==> config.mk <==
export PLATFORM = sky130hd
export DESIGN_NAME = frame_scanout_flat
export DESIGN_NICKNAME = d
export VERILOG_FILES = /design/src/rtl/video_pkg.sv /design/src/rtl/frame_scanout_if.sv /design/src/rtl/video_timing.sv /design/src/rtl/frame_scanout.sv /design/src/flat_wrapper.sv
export SDC_FILE = /design/constraint.sdc
export NUM_CORES = 1
export LEC_CHECK = 0
export ABC_AREA = 1
export CORE_MARGIN = 5
export CORE_UTILIZATION = 60
export CTS_CLUSTER_DIAMETER = 120
export DETAILED_ROUTE_END_ITERATION = 16
export MAX_ROUTING_LAYER = met4
export PLACE_DENSITY = 0.9
export SLEW_MARGIN = 20
export SYNTH_ARGS = -nofsm -noshare
export SYNTH_HDL_FRONTEND = slang
export SYNTH_SLANG_ARGS = --single-unit
==> constraint.sdc <==
create_clock -name clk -period 2.55 [get_ports clk]
set_input_delay 0.3825 -clock clk [delete_from_list [all_inputs] [get_ports clk]]
set_output_delay 0.3825 -clock clk [all_outputs]
set_load 0.01 [all_outputs]
==> src/rtl/video_pkg.sv <==
// Shared raster timing defaults and frame buffer geometry for the scan-out path.
package video_pkg;

  localparam int DEF_H_ACTIVE = 640;
  localparam int DEF_H_FRONT  = 16;
  localparam int DEF_H_SYNC   = 96;
  localparam int DEF_H_BACK   = 48;
  localparam int DEF_V_ACTIVE = 480;
  localparam int DEF_V_FRONT  = 10;
  localparam int DEF_V_SYNC   = 2;
  localparam int DEF_V_BACK   = 33;

  localparam int DEF_H_TOTAL = DEF_H_ACTIVE + DEF_H_FRONT + DEF_H_SYNC + DEF_H_BACK;
  localparam int DEF_V_TOTAL = DEF_V_ACTIVE + DEF_V_FRONT + DEF_V_SYNC + DEF_V_BACK;

  localparam int FB_ADDR_W = 19;
  localparam int FB_PIXELS = DEF_H_ACTIVE * DEF_V_ACTIVE;

  typedef logic [FB_ADDR_W-1:0] fb_addr_t;

  // Raw per-cycle raster flags; this is also the payload of the latency pipe.
  typedef struct packed {
    logic first;
    logic vs;
    logic hs;
    logic vis;
  } raster_flags_t;

endpackage

==> src/rtl/frame_scanout_if.sv <==
// Frame buffer read port, renderer handshake and video output of the scan-out block.
interface frame_scanout_if;
  import video_pkg::*;

  logic     frame_done;
  logic     back_ready;
  fb_addr_t rd_addr;
  logic     rd_data;
  logic     swap;
  logic     hsync;
  logic     vsync;
  logic     de;
  logic     pixel;
  logic     frame_start;

  modport master (
    input  frame_done, rd_data,
    output back_ready, rd_addr, swap, hsync, vsync, de, pixel, frame_start
  );

  modport slave (
    output frame_done, rd_data,
    input  back_ready, rd_addr, swap, hsync, vsync, de, pixel, frame_start
  );

endinterface

==> src/rtl/video_timing.sv <==
// Horizontal/vertical raster counters and the undelayed timing flags derived from them.
module video_timing
  import video_pkg::*;
#(
  parameter int H_ACTIVE = DEF_H_ACTIVE,
  parameter int H_FRONT  = DEF_H_FRONT,
  parameter int H_SYNC   = DEF_H_SYNC,
  parameter int H_BACK   = DEF_H_BACK,
  parameter int V_ACTIVE = DEF_V_ACTIVE,
  parameter int V_FRONT  = DEF_V_FRONT,
  parameter int V_SYNC   = DEF_V_SYNC,
  parameter int V_BACK   = DEF_V_BACK
) (
  input  logic          clk,
  input  logic          rst,
  input  logic          ce,
  output raster_flags_t flags,
  output logic          swap_pt,
  output logic          frame_end
);

  localparam int H_TOTAL = H_ACTIVE + H_FRONT + H_SYNC + H_BACK;
  localparam int V_TOTAL = V_ACTIVE + V_FRONT + V_SYNC + V_BACK;
  localparam int H_W     = $clog2(H_TOTAL);
  localparam int V_W     = $clog2(V_TOTAL);

  localparam logic [H_W-1:0] H_LAST = H_W'(H_TOTAL - 1);
  localparam logic [H_W-1:0] H_VIS  = H_W'(H_ACTIVE);
  localparam logic [H_W-1:0] HS_BEG = H_W'(H_ACTIVE + H_FRONT);
  localparam logic [H_W-1:0] HS_END = H_W'(H_ACTIVE + H_FRONT + H_SYNC);
  localparam logic [V_W-1:0] V_LAST = V_W'(V_TOTAL - 1);
  localparam logic [V_W-1:0] V_VIS  = V_W'(V_ACTIVE);
  localparam logic [V_W-1:0] VS_BEG = V_W'(V_ACTIVE + V_FRONT);
  localparam logic [V_W-1:0] VS_END = V_W'(V_ACTIVE + V_FRONT + V_SYNC);

  logic [H_W-1:0] h_cnt;
  logic [V_W-1:0] v_cnt;

  // Pixel counter wraps per line; line counter advances on each pixel wrap.
  always_ff @(posedge clk) begin
    if (!rst) begin
      h_cnt <= '0;
      v_cnt <= '0;
    end else if (ce) begin
      if (h_cnt == H_LAST) begin
        h_cnt <= '0;
        v_cnt <= (v_cnt == V_LAST) ? '0 : v_cnt + 1'b1;
      end else begin
        h_cnt <= h_cnt + 1'b1;
      end
    end
  end

  // Decode counter position into visibility, sync windows and frame markers.
  always_comb begin
    flags       = '0;
    flags.vis   = (h_cnt < H_VIS) && (v_cnt < V_VIS);
    flags.hs    = (h_cnt >= HS_BEG) && (h_cnt < HS_END);
    flags.vs    = (v_cnt >= VS_BEG) && (v_cnt < VS_END);
    flags.first = (h_cnt == '0) && (v_cnt == '0);
    swap_pt     = (h_cnt == '0) && (v_cnt == V_VIS);
    frame_end   = (h_cnt == H_LAST) && (v_cnt == V_LAST);
  end

endmodule

==> src/rtl/frame_scanout.sv <==
// Display scan-out: raster timing, frame buffer addressing, read-latency alignment
// and the front/back buffer swap handshake with the renderer.
module frame_scanout
  import video_pkg::*;
#(
  parameter int   H_ACTIVE    = DEF_H_ACTIVE,
  parameter int   H_FRONT     = DEF_H_FRONT,
  parameter int   H_SYNC      = DEF_H_SYNC,
  parameter int   H_BACK      = DEF_H_BACK,
  parameter int   V_ACTIVE    = DEF_V_ACTIVE,
  parameter int   V_FRONT     = DEF_V_FRONT,
  parameter int   V_SYNC      = DEF_V_SYNC,
  parameter int   V_BACK      = DEF_V_BACK,
  parameter logic SYNC_ACTIVE = 1'b0,
  parameter int   RD_LATENCY  = 1
) (
  input  logic            clk,
  input  logic            rst,
  input  logic            ce,
  frame_scanout_if.master bus
);

  // Address saturates on the last visible pixel so it holds there through vblank.
  localparam fb_addr_t PIX_LAST = FB_ADDR_W'(H_ACTIVE * V_ACTIVE - 1);

  raster_flags_t                  raw;
  raster_flags_t [RD_LATENCY-1:0] pipe;
  raster_flags_t                  out_flags;
  logic                           swap_pt;
  logic                           frame_end;
  fb_addr_t                       rd_addr;
  logic                           pending;
  logic                           swap_fire;

  video_timing #(
    .H_ACTIVE (H_ACTIVE),
    .H_FRONT  (H_FRONT),
    .H_SYNC   (H_SYNC),
    .H_BACK   (H_BACK),
    .V_ACTIVE (V_ACTIVE),
    .V_FRONT  (V_FRONT),
    .V_SYNC   (V_SYNC),
    .V_BACK   (V_BACK)
  ) u_timing (
    .clk       (clk),
    .rst       (rst),
    .ce        (ce),
    .flags     (raw),
    .swap_pt   (swap_pt),
    .frame_end (frame_end)
  );

  // Swap only at the first blank line start; gating with rst drops a pending swap
  // during the reset cycle itself.
  assign swap_fire = rst & ce & pending & swap_pt;

  // Linear read address: advance after every visible cycle, restart with each frame.
  always_ff @(posedge clk) begin
    if (!rst) begin
      rd_addr <= '0;
    end else if (ce) begin
      if (frame_end) begin
        rd_addr <= '0;
      end else if (raw.vis && (rd_addr != PIX_LAST)) begin
        rd_addr <= rd_addr + 1'b1;
      end
    end
  end

  // Pending-swap flag: frame_done is captured even while stalled; a frame_done that
  // coincides with the swap re-arms the flag for the next frame.
  always_ff @(posedge clk) begin
    if (!rst) begin
      pending <= 1'b0;
    end else if (swap_fire) begin
      pending <= bus.frame_done;
    end else if (bus.frame_done) begin
      pending <= 1'b1;
    end
  end

  // Delay raw flags by the frame buffer read latency so they line up with rd_data.
  always_ff @(posedge clk) begin
    if (!rst) begin
      pipe <= '0;
    end else if (ce) begin
      pipe[0] <= raw;
      for (int i = 1; i < RD_LATENCY; i++) begin
        pipe[i] <= pipe[i-1];
      end
    end
  end

  assign out_flags       = pipe[RD_LATENCY-1];
  assign bus.rd_addr     = rd_addr;
  assign bus.de          = out_flags.vis;
  assign bus.hsync       = out_flags.hs ? SYNC_ACTIVE : ~SYNC_ACTIVE;
  assign bus.vsync       = out_flags.vs ? SYNC_ACTIVE : ~SYNC_ACTIVE;
  assign bus.frame_start = out_flags.first & ce;
  assign bus.pixel       = bus.rd_data & out_flags.vis;
  assign bus.swap        = swap_fire;
  assign bus.back_ready  = ~pending;

endmodule

==> src/flat_wrapper.sv <==
// flat-port wrapper written by rule: the top's interface ports become plain ports
module frame_scanout_flat import video_pkg::*;
#(
  parameter int   H_ACTIVE    = DEF_H_ACTIVE,
  parameter int   H_FRONT     = DEF_H_FRONT,
  parameter int   H_SYNC      = DEF_H_SYNC,
  parameter int   H_BACK      = DEF_H_BACK,
  parameter int   V_ACTIVE    = DEF_V_ACTIVE,
  parameter int   V_FRONT     = DEF_V_FRONT,
  parameter int   V_SYNC      = DEF_V_SYNC,
  parameter int   V_BACK      = DEF_V_BACK,
  parameter logic SYNC_ACTIVE = 1'b0,
  parameter int   RD_LATENCY  = 1
)
  (clk, rst, ce, bus_frame_done, bus_rd_data, bus_back_ready, bus_rd_addr, bus_swap, bus_hsync, bus_vsync, bus_de, bus_pixel, bus_frame_start);
  frame_scanout_if bus_i ();
  input  logic clk;
  input  logic rst;
  input  logic ce;
  input wire logic [$bits(bus_i.frame_done)-1:0] bus_frame_done;
  input wire logic [$bits(bus_i.rd_data)-1:0] bus_rd_data;
  output wire logic [$bits(bus_i.back_ready)-1:0] bus_back_ready;
  output wire logic [$bits(bus_i.rd_addr)-1:0] bus_rd_addr;
  output wire logic [$bits(bus_i.swap)-1:0] bus_swap;
  output wire logic [$bits(bus_i.hsync)-1:0] bus_hsync;
  output wire logic [$bits(bus_i.vsync)-1:0] bus_vsync;
  output wire logic [$bits(bus_i.de)-1:0] bus_de;
  output wire logic [$bits(bus_i.pixel)-1:0] bus_pixel;
  output wire logic [$bits(bus_i.frame_start)-1:0] bus_frame_start;
  assign bus_i.frame_done = bus_frame_done;
  assign bus_i.rd_data = bus_rd_data;
  assign bus_back_ready = bus_i.back_ready;
  assign bus_rd_addr = bus_i.rd_addr;
  assign bus_swap = bus_i.swap;
  assign bus_hsync = bus_i.hsync;
  assign bus_vsync = bus_i.vsync;
  assign bus_de = bus_i.de;
  assign bus_pixel = bus_i.pixel;
  assign bus_frame_start = bus_i.frame_start;
  frame_scanout #(.H_ACTIVE(H_ACTIVE), .H_FRONT(H_FRONT), .H_SYNC(H_SYNC), .H_BACK(H_BACK), .V_ACTIVE(V_ACTIVE), .V_FRONT(V_FRONT), .V_SYNC(V_SYNC), .V_BACK(V_BACK), .SYNC_ACTIVE(SYNC_ACTIVE), .RD_LATENCY(RD_LATENCY)) u_core (.clk(clk), .rst(rst), .ce(ce), .bus(bus_i));
endmodule
## Word level (Yosys, flattened, before mapping)

Cells that the tools add are included.

- Bits of input ports: 5
- Logic and storage cells: 48
- Output and inout bits: 26
- Flip-flop bits (word level): 44

- Reduce and logical (&&, ||, !) cells: 13
- Multiplexer cells: 8
- Order comparisons: 6
- Add/subtract/negate cells: 3
- Bitwise gates (word level): 6
- Eq/ne operators: 4

Operator list:

| kind | count |
|---|---|
| two-way mux 19 bit | 2 |
| adder 10 x 1 -> 10 bit, second input constant | 2 |
| equality test 10 bit, second input constant | 2 |
| logical NOT 10 bit | 2 |
| less-than comparator 10 bit, second input constant | 2 |
| less-than comparator 10 x 9 -> 1 bit, second input constant | 2 |
| two-way mux 10 bit | 2 |
| adder 19 x 1 -> 19 bit, second input constant | 1 |
| != test 19 bit, second input constant | 1 |
| equality test 10 x 9 -> 1 bit, second input constant | 1 |
| greater-or-equal comparator 10 bit, second input constant | 1 |
| greater-or-equal comparator 10 x 9 -> 1 bit, second input constant | 1 |
| logical AND 1 bit | 7 |
| AND 1 bit | 5 |
| two-way mux 1 bit | 4 |
| AND reduction 2 bit | 2 |
| nonzero test 2 bit | 2 |
| NOT 1 bit | 1 |

## Longest topological paths before layout

- Word-level depth: 5
- Gate-level depth with buffers: 11

## Modules after synthesis

A second synthesis with hierarchy kept.

- Cell total of the unflattened synthesis: 429
- Area total of the unflattened synthesis: 2721.4 µm²

Modules (own cells, without submodules):

| module | instances | cells each | area an instance (µm²) |
|---|---|---|---|
| frame_scanout | 1 | 248 | 1492.7 |
| video_timing | 1 | 181 | 1228.7 |

## Worst setup path after synthesis

No wires, ideal clock.

- Path kind: register -> register
- Start point: register u_core.rd_addr[0], in the netlist u_core.bus.rd_addr[0]
- End point: register u_core.rd_addr[2], in the netlist u_core.bus.rd_addr[2]
- Arrival time: 1593 ps
- Path slack: 843 ps
- Stages on the path, launching flop included: 12
- Clock period less this slack: 1707 ps
- Path buffers: 1
- Library setup time: 114 ps
- Cells stage by stage: dfxtp_1 ha_1 inv_1 nor2_2 nand2_2 nor2_8 nand2_4 nand2_8 nand2_4 buf_6 a21oi_1 nor2_1

- Word-level cells in the longest chain between the ends: 4
- Elaborated cells between the ends (all ways): 7
- Those cells by class: add/sub (1); eq/ne (1); mux (2); reduce/logical (3)

Ends and longest elaborated chain:

| what | RTL line | source |
|---|---|---|
| from (decl) | frame_scanout.sv:31 | `fb_addr_t rd_addr;` |
| from (signal assigned) | frame_scanout.sv:65 | `rd_addr <= rd_addr + 1'b1;` |
| parallel branches: the longest is 4 deep, another holds adder 19 x 1 -> 19 bit | -- |  |

Parallel ways; which one is timed is not known. The select of a mux whose other input is x is not followed.
A chain may end at the register's enable or synchronous reset.

## Worst setup path in the final report

- Start point: input port ce
- End point: output port bus_frame_start

- Word-level cells in the longest chain between the ends: 1

Ends and longest elaborated chain:

| what | RTL line | source |
|---|---|---|
| from (decl) | flat_wrapper.sv:19 | `input logic ce;` |
| AND 1 bit | frame_scanout.sv:99 | `assign bus.frame_start = out_flags.first & ce;` |
| to (decl) | flat_wrapper.sv:29 | `output wire logic [$bits(bus_i.frame_start)-1:0] bus_frame_start;` |

No other way between the ends.

==> metrics.md <==
| Metric | Value |
|---|---|
| Sequential area share after synthesis | `between 30 and 40%` |
| Slowest cell on crit path | `clkdlybuf4s50_1` |
| Starting density of the core | `about three fifths` |
| Final core occ | `71.8%` |
| Die H | `slightly below 80 µm` |
| Fill cells | `between 300 and 400` |
| Most frequent cell after synthesis | `nand2_1` |
| Syn Std Cell Area | `approximately 2700 µm²` |
| Worst slew pin tran | `about 0.52 ns` |
| Worst path max stage delay | `0.55 ns` |
| Largest net degree at the start of global routing | `18` |
| Tcrit/Tclk final | `a little over four fifths` |
| TritonCTS clock tree | `yes` |
| Crit path max-delay family | `buffers and inverters` |
| Total CTS buffers | `5` |
| Overflow after GRT | `0` |
| Detailed Route WL | `between 6000 and 7000 µm` |
| Clock Sinks | `44` |
| Synth warn | `0` |
| Setup Skew | `~0.0063 ns` |
| Reg power frac | `55.0%` |
| Critical path depth | `5` |
| Internal power | `around 1 mW` |
| Worst skew pair latency | `0.29 ns` |
| Post-Syn Instances | `a little over 400` |
| First-pass GRT wire length | `11000 µm` |
| Net count, final | `~450` |
| Total of max-cap violations | `0` |
| R2R depth | `10` |
| Layout cells sized above 1 | `a little under 8%` |
| ANT cells | `0` |
| Lkg Pwr | `around 1.3 nW` |
| Number of global-route vias before repair | `between 2000 and 3000` |
| TritonRoute pass-1 iters | `4` |
| Initial antenna violation count | `0` |
| Hold_buf cts | `0` |
| I/O pin cnt | `31` |
| Post-synth top cells | `nand2_1, nor2_1, dfxtp_1` |
| CP Launch Type | `primary input` |
| Reg2reg setup slack | `~0.61 ns` |
| PwrDens | `412 nW/µm²` |
| Multi-input logic area | `about 1600 µm²` |
| Crit-path max FO | `12` |
| Syn Nets | `416` |
| Share of the synthesized area in the top cell type | `32.8%` |
| WP data arrival | `~1.8 ns` |
| Async S/R FF share, synth | `0%` |
| Post-synth top flop | `dfxtp_1` |
| Worst r2r dst | `u_core.bus.rd_addr[0]` |
| Inst Count DP | `around 480` |
| CTS root buf | `clkbuf_8` |
| Crit-path cells | `clkdlybuf4s50_1, buf_4, nand2_1, inv_1, clkdlybuf4s50_1` |
| Hold Fails Final Rpt | `0` |
| Status | `completed` |
| GRT Total Usage | `a little under a quarter` |
| PostCTS Resize Cnt | `1` |
| Sw power | `slightly above 0.3 mW` |
| Min Clock Period, post-route | `2.15 ns` |
| Number of synthesized register bits | `44` |
| Dpl hpwl | `4740 µm` |
| Postcts setup bufs | `0` |
| Vias per cell | `around 5.6` |
| Setup violations, final | `0` |
| H-Tree Depth | `2` |
| Endpoint class of the critical path | `output pin` |
| Area delta synth->final | `16.5%` |
| Row count | `24` |
| Switching share of total power | `a little under a quarter` |
| Non-filler instance count after layout | `490` |
| Remaining DRCs | `0` |
| Sequential Area | `881 µm²` |
| Clock slew seen by the registers of the worst setup and hold paths | `about 0.080 ns` |
| Routed vias | `around 2800` |
| Crit path to | `bus_frame_start` |
| Area leader, netlist | `dfxtp_1` |
| DIE AREA | `approximately 5900 µm²` |
| Syn_area_per_cell | `about 6.6 µm²` |
| Final Max Tran Viols | `0` |
| Gate power share | `~8.0%` |
| Crit path kind | `primary input to output pin` |
| Setup WS pre-CTS | `0.255 ns` |
| R2r startpoint | `u_core.bus.rd_addr[0]` |
| Clk buf depth | `2` |
| Clk pwr share | `a little under two fifths` |
| Maximum VDD drop | `~0.00045 V` |
| Initial DRC count | `between 200 and 250` |
| Fmax | `approximately 460 MHz` |
| CP required | `between 2 and 2.5 ns` |
| Hold Path Origin | `u_core.out_flags[3]` |
| Relative slew slack | `~65%` |
| Hold Path Class | `flip-flop to flip-flop` |
| Setup crit start | `ce` |
| EDFF count, synth | `0` |
| Final ANT Viol Nets | `0` |
| Yosys cell types | `37` |
| Die Span X | `around 77 µm` |
| Worst Slack Setup Final | `between 0.3 and 0.4 ns` |
| Avg WL per Cell | `13.2 µm` |
| Largest cells by area after synthesis | `dfxtp_1, nand2_1, nor2_1, nand3_1, inv_1` |
| Placer Congestion | `approximately 0.9` |
| Core ar. | `roughly 4400 µm²` |
| Unrepaired setup endpoints after global routing | `no` |
| Worst path most repeated cell | `clkdlybuf4s50_1` |
| Critical path buffers and inverters | `4` |
| PortBufs | `30` |
| Total negative setup slack | `0 ns` |
## worst min-delay path: cells and delay by family, from the launching register on
| family | cells | cell delay (ns) |
|---|---|---|
| compound gates | 1 | 0.06 |
| flops | 1 | 0.32 |
| simple gates | 1 | 0.06 |
## sequential cells by signal (all words and copies together), names as in the netlist
register               flops
u_core.u_timing.v_cnt     10
u_core.pending             1
u_core.bus.de              1
u_core.bus.rd_addr        19
u_core.u_timing.h_cnt     10
u_core.out_flags           3
## final cells by class
type | instances | area share (%)
flip-flops and latches | 44 | 28.2
multi-input cells | 309 | 50.9
well taps | 52 | 2.08
repair buffers | 33 | 10.4
clock buffers | 7 | 3.08
inverters | 45 | 5.40
## metrics by stage
stage | power (mW) | hold slack, ns | instance area (µm²)
finish | 1.29 | 0.490 | 3130
global route | 1.34 | 0.501 | 3130
CTS | 1.30 | 0.486 | 3130
detailed placement | 0.827 | 0.473 | 3020
global placement | 0.823 | 0.456 | 3020
floorplan | 0.785 | 0.444 | 2690
## per-layer routing
| metal | track usage (%) | part of all wire (%) | up-vias |
|---|---|---|---|
| met5 | - | 0 | - |
| met4 | 8.22 | 2.0 | 0 |
| met3 | 3.75 | 5.8 | 18 |
| met2 | 39.4 | 51 | 94 |
| met1 | 26.0 | 41 | 1275 |
| li1 | - | - | 1377 |
## worst min-delay path by stage
stage | depth (start not counted) | end | slack [ns]
after floorplan | 2 | u_core.out_flags[3] | 0.44
after global placement | 2 | u_core.out_flags[3] | 0.46
after detailed placement | 2 | u_core.out_flags[3] | 0.47
after CTS | 2 | u_core.out_flags[3] | 0.49
after global routing | 2 | u_core.out_flags[3] | 0.50
final | 2 | u_core.out_flags[3] | 0.49
## power groups by stage
stage	registers (mW)	clock network, mW	logic [mW]
3_3_place_gp	0.724	0	0.0991
4_1_cts	0.708	0.486	0.103
5_1_grt	0.710	0.515	0.114
2_1_floorplan	0.723	0	0.0623
3_5_place_dp	0.725	0	0.103
6_report	0.709	0.476	0.103
## cells by family (layout without fill, tap and decap cells)
logic type               count (synthesis)  count (layout)  synth area share (%)
AO/OA/AOI/OAI                           44              44                  10.2
XOR/XNOR                                 9               9                  2.94
adder cells (fa/ha/maj)                  5               5                  2.33
buffers and inverters                   53              85                  8.11
flip-flops                              44              44                  32.8
AND/OR/NAND/NOR                        251             251                  43.7
## cells in the final DEF, fill, tap and decap left out, types with 2 or more instances in the layout
cell / count
a211oi_1: 3
a21oi_1: 24
a21oi_2: 5
buf_4: 3
clkbuf_8: 7
clkdlybuf4s50_1: 29
dfxtp_1: 44
ha_1: 5
inv_1: 43
inv_2: 2
nand2_1: 98
nand2_2: 2
nand2_4: 2
nand3_1: 36
nand3_2: 2
nand3b_1: 2
nand4_1: 13
nor2_1: 71
nor2_2: 2
nor2_4: 3
nor3_1: 10
nor3b_1: 3
o21ai_0: 3
o21bai_1: 4
xnor2_1: 2
xor2_1: 7
Note: power is estimated with default switching activity, not from simulation.
